File: src/rtl/t07_lsu_pkg.sv
// Shared types, funct3 encodings and lane helpers for the team_07 load/store unit.
package t07_lsu_pkg;

    typedef enum logic [1:0] {
        LSU_IDLE = 2'd0,
        LSU_WAIT = 2'd1,
        LSU_DONE = 2'd2,
        LSU_ERR  = 2'd3
    } lsu_state_t;

    localparam logic [2:0] F3_LB  = 3'b000;
    localparam logic [2:0] F3_LH  = 3'b001;
    localparam logic [2:0] F3_LW  = 3'b010;
    localparam logic [2:0] F3_LBU = 3'b100;
    localparam logic [2:0] F3_LHU = 3'b101;

    // Byte-lane strobes; loads use the same pattern as the equivalent store.
    function automatic logic [3:0] lane_sel(input logic [2:0] f3, input logic [1:0] off);
        logic [3:0] sel;
        case (f3[1:0])
            2'b00:   sel = 4'b0001 << off;
            2'b01:   sel = off[1] ? 4'b1100 : 4'b0011;
            default: sel = 4'b1111;
        endcase
        return sel;
    endfunction

    // Legal size/sign encoding for the direction, and naturally aligned.
    function automatic logic access_ok(input logic [2:0] f3, input logic [1:0] off,
                                       input logic is_store);
        logic ok;
        case (f3)
            F3_LB:   ok = 1'b1;
            F3_LBU:  ok = !is_store;
            F3_LH:   ok = !off[0];
            F3_LHU:  ok = !off[0] && !is_store;
            F3_LW:   ok = (off == 2'b00);
            default: ok = 1'b0;
        endcase
        return ok;
    endfunction

    // Store data replicated across every lane the access size can hit.
    function automatic logic [31:0] store_lanes(input logic [2:0] f3, input logic [31:0] sd);
        logic [31:0] wd;
        case (f3[1:0])
            2'b00:   wd = {4{sd[7:0]}};
            2'b01:   wd = {2{sd[15:0]}};
            default: wd = sd;
        endcase
        return wd;
    endfunction

endpackage

File: src/rtl/t07_load_formatter.sv
// Extracts the addressed byte/halfword from a bus word and sign/zero extends it.
module t07_load_formatter
    import t07_lsu_pkg::*;
(
    input  logic [31:0] rdata_i,
    input  logic [2:0]  funct3_i,
    input  logic [1:0]  off_i,
    output logic [31:0] result_o
);

    logic [7:0]  byte_sel;
    logic [15:0] half_sel;

    // Lane pick by byte offset, then extension by access type.
    always_comb begin
        byte_sel = rdata_i[7:0];
        case (off_i)
            2'd0: byte_sel = rdata_i[7:0];
            2'd1: byte_sel = rdata_i[15:8];
            2'd2: byte_sel = rdata_i[23:16];
            2'd3: byte_sel = rdata_i[31:24];
            default: byte_sel = rdata_i[7:0];
        endcase
        half_sel = off_i[1] ? rdata_i[31:16] : rdata_i[15:0];
        case (funct3_i)
            F3_LB:   result_o = {{24{byte_sel[7]}}, byte_sel};
            F3_LBU:  result_o = {24'd0, byte_sel};
            F3_LH:   result_o = {{16{half_sel[15]}}, half_sel};
            F3_LHU:  result_o = {16'd0, half_sel};
            default: result_o = rdata_i;
        endcase
    end

endmodule

File: src/rtl/t07_load_store_unit.sv
// Memory-access stage: single-beat bus transactions, core stall, load formatting,
// access-fault and bus-timeout reporting.
module t07_load_store_unit
    import t07_lsu_pkg::*;
#(
    parameter int unsigned TIMEOUT = 255
) (
    input  logic        clk,
    input  logic        nrst,
    input  logic        memRead,
    input  logic        memWrite,
    input  logic [2:0]  funct3,
    input  logic [31:0] addr,
    input  logic [31:0] storeData,
    input  logic        busAck,
    input  logic [31:0] busRdata,
    output logic        busReq,
    output logic        busWen,
    output logic [31:0] busAddr,
    output logic [31:0] busWdata,
    output logic [3:0]  busSel,
    output logic [31:0] memResult,
    output logic        freeze,
    output logic        accessErr,
    output logic        busTimeout
);

    localparam int unsigned   CW      = $clog2(TIMEOUT + 1);
    // Last WAIT cycle index (counter starts at 0 on the first WAIT cycle).
    localparam logic [CW-1:0] TO_LAST = CW'(TIMEOUT - 1);

    lsu_state_t  state_q;
    logic [CW-1:0] cnt_q;
    logic        busReq_q, busWen_q, accessErr_q, busTimeout_q;
    logic [31:0] busAddr_q, busWdata_q, memResult_q;
    logic [3:0]  busSel_q;
    logic [2:0]  f3_q;
    logic [1:0]  off_q;

    logic        req_d, store_d, ok_d;
    logic [31:0] fmt_d;

    // A load wins when both requests are raised together.
    assign req_d   = memRead | memWrite;
    assign store_d = memWrite & ~memRead;
    assign ok_d    = access_ok(funct3, addr[1:0], store_d);

    t07_load_formatter u_fmt (
        .rdata_i  (busRdata),
        .funct3_i (f3_q),
        .off_i    (off_q),
        .result_o (fmt_d)
    );

    // Control FSM with request latches, timeout counter and registered outputs.
    always_ff @(posedge clk or negedge nrst) begin
        if (!nrst) begin
            state_q      <= LSU_IDLE;
            cnt_q        <= '0;
            busReq_q     <= 1'b0;
            busWen_q     <= 1'b0;
            busAddr_q    <= 32'd0;
            busWdata_q   <= 32'd0;
            busSel_q     <= 4'b0000;
            memResult_q  <= 32'd0;
            accessErr_q  <= 1'b0;
            busTimeout_q <= 1'b0;
            f3_q         <= 3'd0;
            off_q        <= 2'd0;
        end else begin
            accessErr_q  <= 1'b0;
            busTimeout_q <= 1'b0;
            case (state_q)
                LSU_IDLE: begin
                    if (req_d) begin
                        if (ok_d) begin
                            state_q    <= LSU_WAIT;
                            cnt_q      <= '0;
                            busReq_q   <= 1'b1;
                            busWen_q   <= store_d;
                            busAddr_q  <= {addr[31:2], 2'b00};
                            busSel_q   <= lane_sel(funct3, addr[1:0]);
                            busWdata_q <= store_lanes(funct3, storeData);
                            f3_q       <= funct3;
                            off_q      <= addr[1:0];
                        end else begin
                            state_q     <= LSU_ERR;
                            accessErr_q <= 1'b1;
                        end
                    end
                end
                LSU_WAIT: begin
                    // Ack is checked first so it beats a same-cycle timeout.
                    if (busAck) begin
                        if (!busWen_q) memResult_q <= fmt_d;
                        state_q  <= LSU_DONE;
                        busReq_q <= 1'b0;
                        busWen_q <= 1'b0;
                    end else if (cnt_q == TO_LAST) begin
                        state_q      <= LSU_DONE;
                        busReq_q     <= 1'b0;
                        busWen_q     <= 1'b0;
                        busTimeout_q <= 1'b1;
                    end else begin
                        cnt_q <= cnt_q + CW'(1);
                    end
                end
                LSU_DONE: state_q <= LSU_IDLE;
                LSU_ERR:  state_q <= LSU_IDLE;
                default:  state_q <= LSU_IDLE;
            endcase
        end
    end

    // Stall is combinational so the request cycle itself holds the core;
    // gated by reset so an abandoned transaction releases the core at once.
    assign freeze = nrst & (((state_q == LSU_IDLE) & req_d) | (state_q == LSU_WAIT));

    assign busReq     = busReq_q;
    assign busWen     = busWen_q;
    assign busAddr    = busAddr_q;
    assign busWdata   = busWdata_q;
    assign busSel     = busSel_q;
    assign memResult  = memResult_q;
    assign accessErr  = accessErr_q;
    assign busTimeout = busTimeout_q;

endmodule

File: config.mk
export PLATFORM = sky130hd
export DESIGN_NAME = t07_load_store_unit
export DESIGN_NICKNAME = d
export VERILOG_FILES = /design/src/rtl/t07_lsu_pkg.sv /design/src/rtl/t07_load_formatter.sv /design/src/rtl/t07_load_store_unit.sv
export SDC_FILE = /design/constraint.sdc
export NUM_CORES = 1
export LEC_CHECK = 0
export ABC_AREA = 0
export BUFFER_PORTS_ARGS = -buffer_cell sky130_fd_sc_hd__buf_2
export CAP_MARGIN = 20
export CORE_MARGIN = 2
export CORE_UTILIZATION = 55
export CTS_BUF_LIST = sky130_fd_sc_hd__clkbuf_4 sky130_fd_sc_hd__clkbuf_8
export CTS_CLUSTER_SIZE = 12
export DETAILED_ROUTE_END_ITERATION = 12
export GPL_TIMING_DRIVEN = 0
export PLACE_DENSITY = 0.94
export SLEW_MARGIN = 20
export SYNTH_ARGS = -nofsm -noshare
export SYNTH_HDL_FRONTEND = slang
export SYNTH_SLANG_ARGS = --single-unit
export TNS_END_PERCENT = 50
File: constraint.sdc
create_clock -name clk -period 3.8 [get_ports clk]
set_input_delay 0 -clock clk [delete_from_list [all_inputs] [get_ports clk]]
set_output_delay 0 -clock clk [all_outputs]
set_load 0.01 [all_outputs]
==> run_results.csv <==
group,metric,value,unit
die,num_rows,36,
power,ir_drop,0.0004121,V
synthesis,synth-edff-count,0,
synthesis,synth_common_cells,"dfrtp_1, mux2_2, o21ai_0",
synthesis,yosys.cell_count.top_type,"dfrtp_1",
synthesis,synth_area_per_cell,11.10,sq um
clock_network,cts_htree_levels,4,
drt,wl_per_cell,20.81,microns
sta,max_freq,397.6,MHz
grt,grt_overflow,0,
place,post-place-cells,833,
critical_path,cpPeakStageDelay,0.88,ns
sta,finClkSkew,0.01221,ns
grt,grt_antenna_before_repair,0,
layout,regArea,2928,sq um
critical_path,worstPathArrival,2.86,ns
sta,fin_setup_tns,0,ns
layout,drive_gt1_share,37.92,%
clock_network,cts.sinks,117,
sta,rsz0062_at_grt,"no",
critical_path,crit_slowest_cell,"nor3b_1",
die,die_h,103.8,microns
place,port_buffers,205,
synthesis,ys_seq_elements,117,
synthesis,synth.top_cells.by_area,"dfrtp_1, mux2_2, o21ai_0",
place,gp_congestion,0.8576,
clock_network,cts.clk_slew.worst_paths,0.08,ns
drt,vias_per_cell,5.963,
synthesis,ys.flop_type,"dfrtp_1",
clock_network,insertion_delay,0.44,ns
power,p_per_area,744.6,nW/um^2
drt,first_pass_iters,5,
die,ios,209,
layout,syn_to_final_growth,49.04,%
drt,vias,5778,
grt,track_usage,37.89,%
grt,grt_pass1_wl,31.73,mm
critical_path,crit_type,"reg -> reg",
synthesis,synth_top_area_share,53.50,%
worst_hold_path,hold_class,"in -> async",
job,cap_violations,0,
synthesis,synth.distinct_cells,53,
synthesis,syn_area,5473,sq um
run_status,status,"completed",
sta,worst_pin_slew,1.075,ns
sta,slew_headroom,28.15,%
die,start_util,56.25,%
sta,period_share,66.18,%
clock_network,clockBufferDepth,2,
sta,finalCriticalPeriod,2.515,ns
critical_path,start_kind,"flip-flop",
clock_network,cts_tree,"built",
critical_path,crit_chain,"nand2b_1 -> nor3b_1 -> clkbuf_1 -> o21ai_0 -> o21ai_0",
drt,wl,20.16,mm
sta,setup_viol,0,
critical_path,end_kind,"flip-flop",
synthesis,seq_area_frac_synth,53.50,%
drt,final_antenna_net_count,0,
grt,grt_pass1_vias,6051,
drt,drcViolationCount,0,
layout,nets,929,
grt,grt_max_degree,88,
layout,multi_input_area,2362,sq um
place,dp_hpwl,11.50,mm
layout,fin_cells,969,
synthesis,synth_warnings,0,
power,leakage,3.870,nW
synthesis,synth_top_area_cell,"dfrtp_1",
clock_network,cts_buffers,17,
layout,fillCellCount,500,
critical_path,cp.required,4.14,ns
critical_path,crit_top_cell,"o21ai_0",
sta,hold_viol_final,0,
drt,first_iter_violations,501,
synthesis,synthCells,493,
die,coreArea,9729,sq um
synthesis,synth-async-reset-ratio,100.0,%
layout,antenna_cells,0,
die,die-area,10760,sq um
die,die_w,103.8,microns
critical_path,cp_max_fo,10,
clock_network,cts-root-buf,"clkbuf_8",
sta,final_max_slew_viol_count,0,
## metal layers
layer	up-vias	routed length [microns]	GRT usage (%)
met1	2716	6722	41.58
met3	118	2218	11.71
met5	-	0	0
li1	2428	-	-
met2	516	10060	64.19
met4	0	1155	23.65
## metrics by stage
step / utilization, % / worst slack [ns] / hold WS (ns) / total power (W) / area, sq um
2_1_floorplan: - / 1.959 / -0.2956 / 0.003550 / 5477
3_3_place_gp: 68.54 / 1.427 / 0.2314 / 0.004433 / 6669
3_5_place_dp: 68.89 / 1.513 / -0.09564 / 0.004574 / 6703
4_1_cts: 83.83 / 1.372 / 0.005071 / 0.005860 / 8157
5_1_grt: 83.83 / 1.218 / 0.03206 / 0.006358 / 8157
6_report: 83.83 / 1.285 / 0.01619 / 0.006073 / 8157
## worst max-delay path: cells and delay by family (launching register included)
kind / cells / cell delay [ns]
compound gates: 2 / 0.39
buf+inv: 1 / 0.49
flops: 1 / 0.45
simple gates: 2 / 1.10
## where the power goes
part	total [W]	leakage [nW]	switching [W]	internal [W]
Clock	0.00121	0.201	0.000539	0.000669
Sequential	0.00225	1.41	0.000410	0.00184
Combinational	0.00261	2.26	0.00148	0.00113
Total	0.00607	3.87	0.00243	0.00365
## layout make-up
class                           instances  area share [%]
Buffer                                 34           2.010
Clock buffer                           19           3.129
Clock inverter                         13           1.933
Inverter                                6          0.2761
Multi-Input combinational cell        337           28.96
Sequential cell                       117           35.90
Tap cell                              133           2.040
Timing Repair Buffer                  310           25.76
## path summary, 6_finish.rpt
kind | cells past startpoint | slack, ns | start | to
worst max-delay path | 5 | 1.29 | state_q[1] | memResult[1]
worst min-delay path | 2 | 0.02 | nrst | memResult[4]
worst max register to register | 5 | 1.29 | state_q[1] | memResult[1]
worst min register to register | 1 | 0.49 | busWdata[2] | busWdata[2]
max in group asynchronous | 3 | 3.07 | nrst | busAddr[15]
min in group clk | 4 | 0.24 | funct3[0] | busWdata[24]
## layout by cell type (no fill, tap or decap), types with 9 or more instances in the layout
master	netlist	routed
buf_2	8	212
dfrtp_1	117	117
dlygate4sd3_1	0	104
mux2_2	55	55
o21ai_0	42	42
nand2_1	39	39
a21oi_1	38	38
nor2_1	29	29
clkbuf_1	20	20
mux2i_1	18	18
clkbuf_8	0	18
o21ai_1	14	14
nor2b_1	12	12
nand3b_1	9	9
a221oi_1	9	9
## sequential cells by signal, indices dropped and copies added (netlist names)
signal      cells
busWdata       32
f3_q            3
busAddr        30
memResult      32
state_q         2
busSel          4
off_q           2
busReq          1
busWen          1
cnt_q           8
accessErr       1
busTimeout      1
## timing repair
item                                   4_1_cts  5_1_grt
endpoints found under the hold margin      221        0
hold buffers                               104        0
resized for setup                            0        0
buffers inserted                             0        0
## kinds of logic (layout without fill, tap and decap cells)
| kind of cell | after synthesis | after routing | share of synthesized area [%] |
|---|---|---|---|
| flip-flops | 117 | 117 | 53.50 |
| AO/OA/AOI/OAI | 134 | 134 | 14.68 |
| multiplexers | 85 | 85 | 17.56 |
| buffers and inverters | 40 | 382 | 3.406 |
| other | 1 | 2 | 0.06852 |
| adder cells (fa/ha/maj) | 2 | 2 | 0.4572 |
| XOR/XNOR | 1 | 1 | 0.1601 |
| AND/OR/NAND/NOR | 113 | 113 | 10.17 |
No activity file was read; power rests on OpenSTA's default activity.
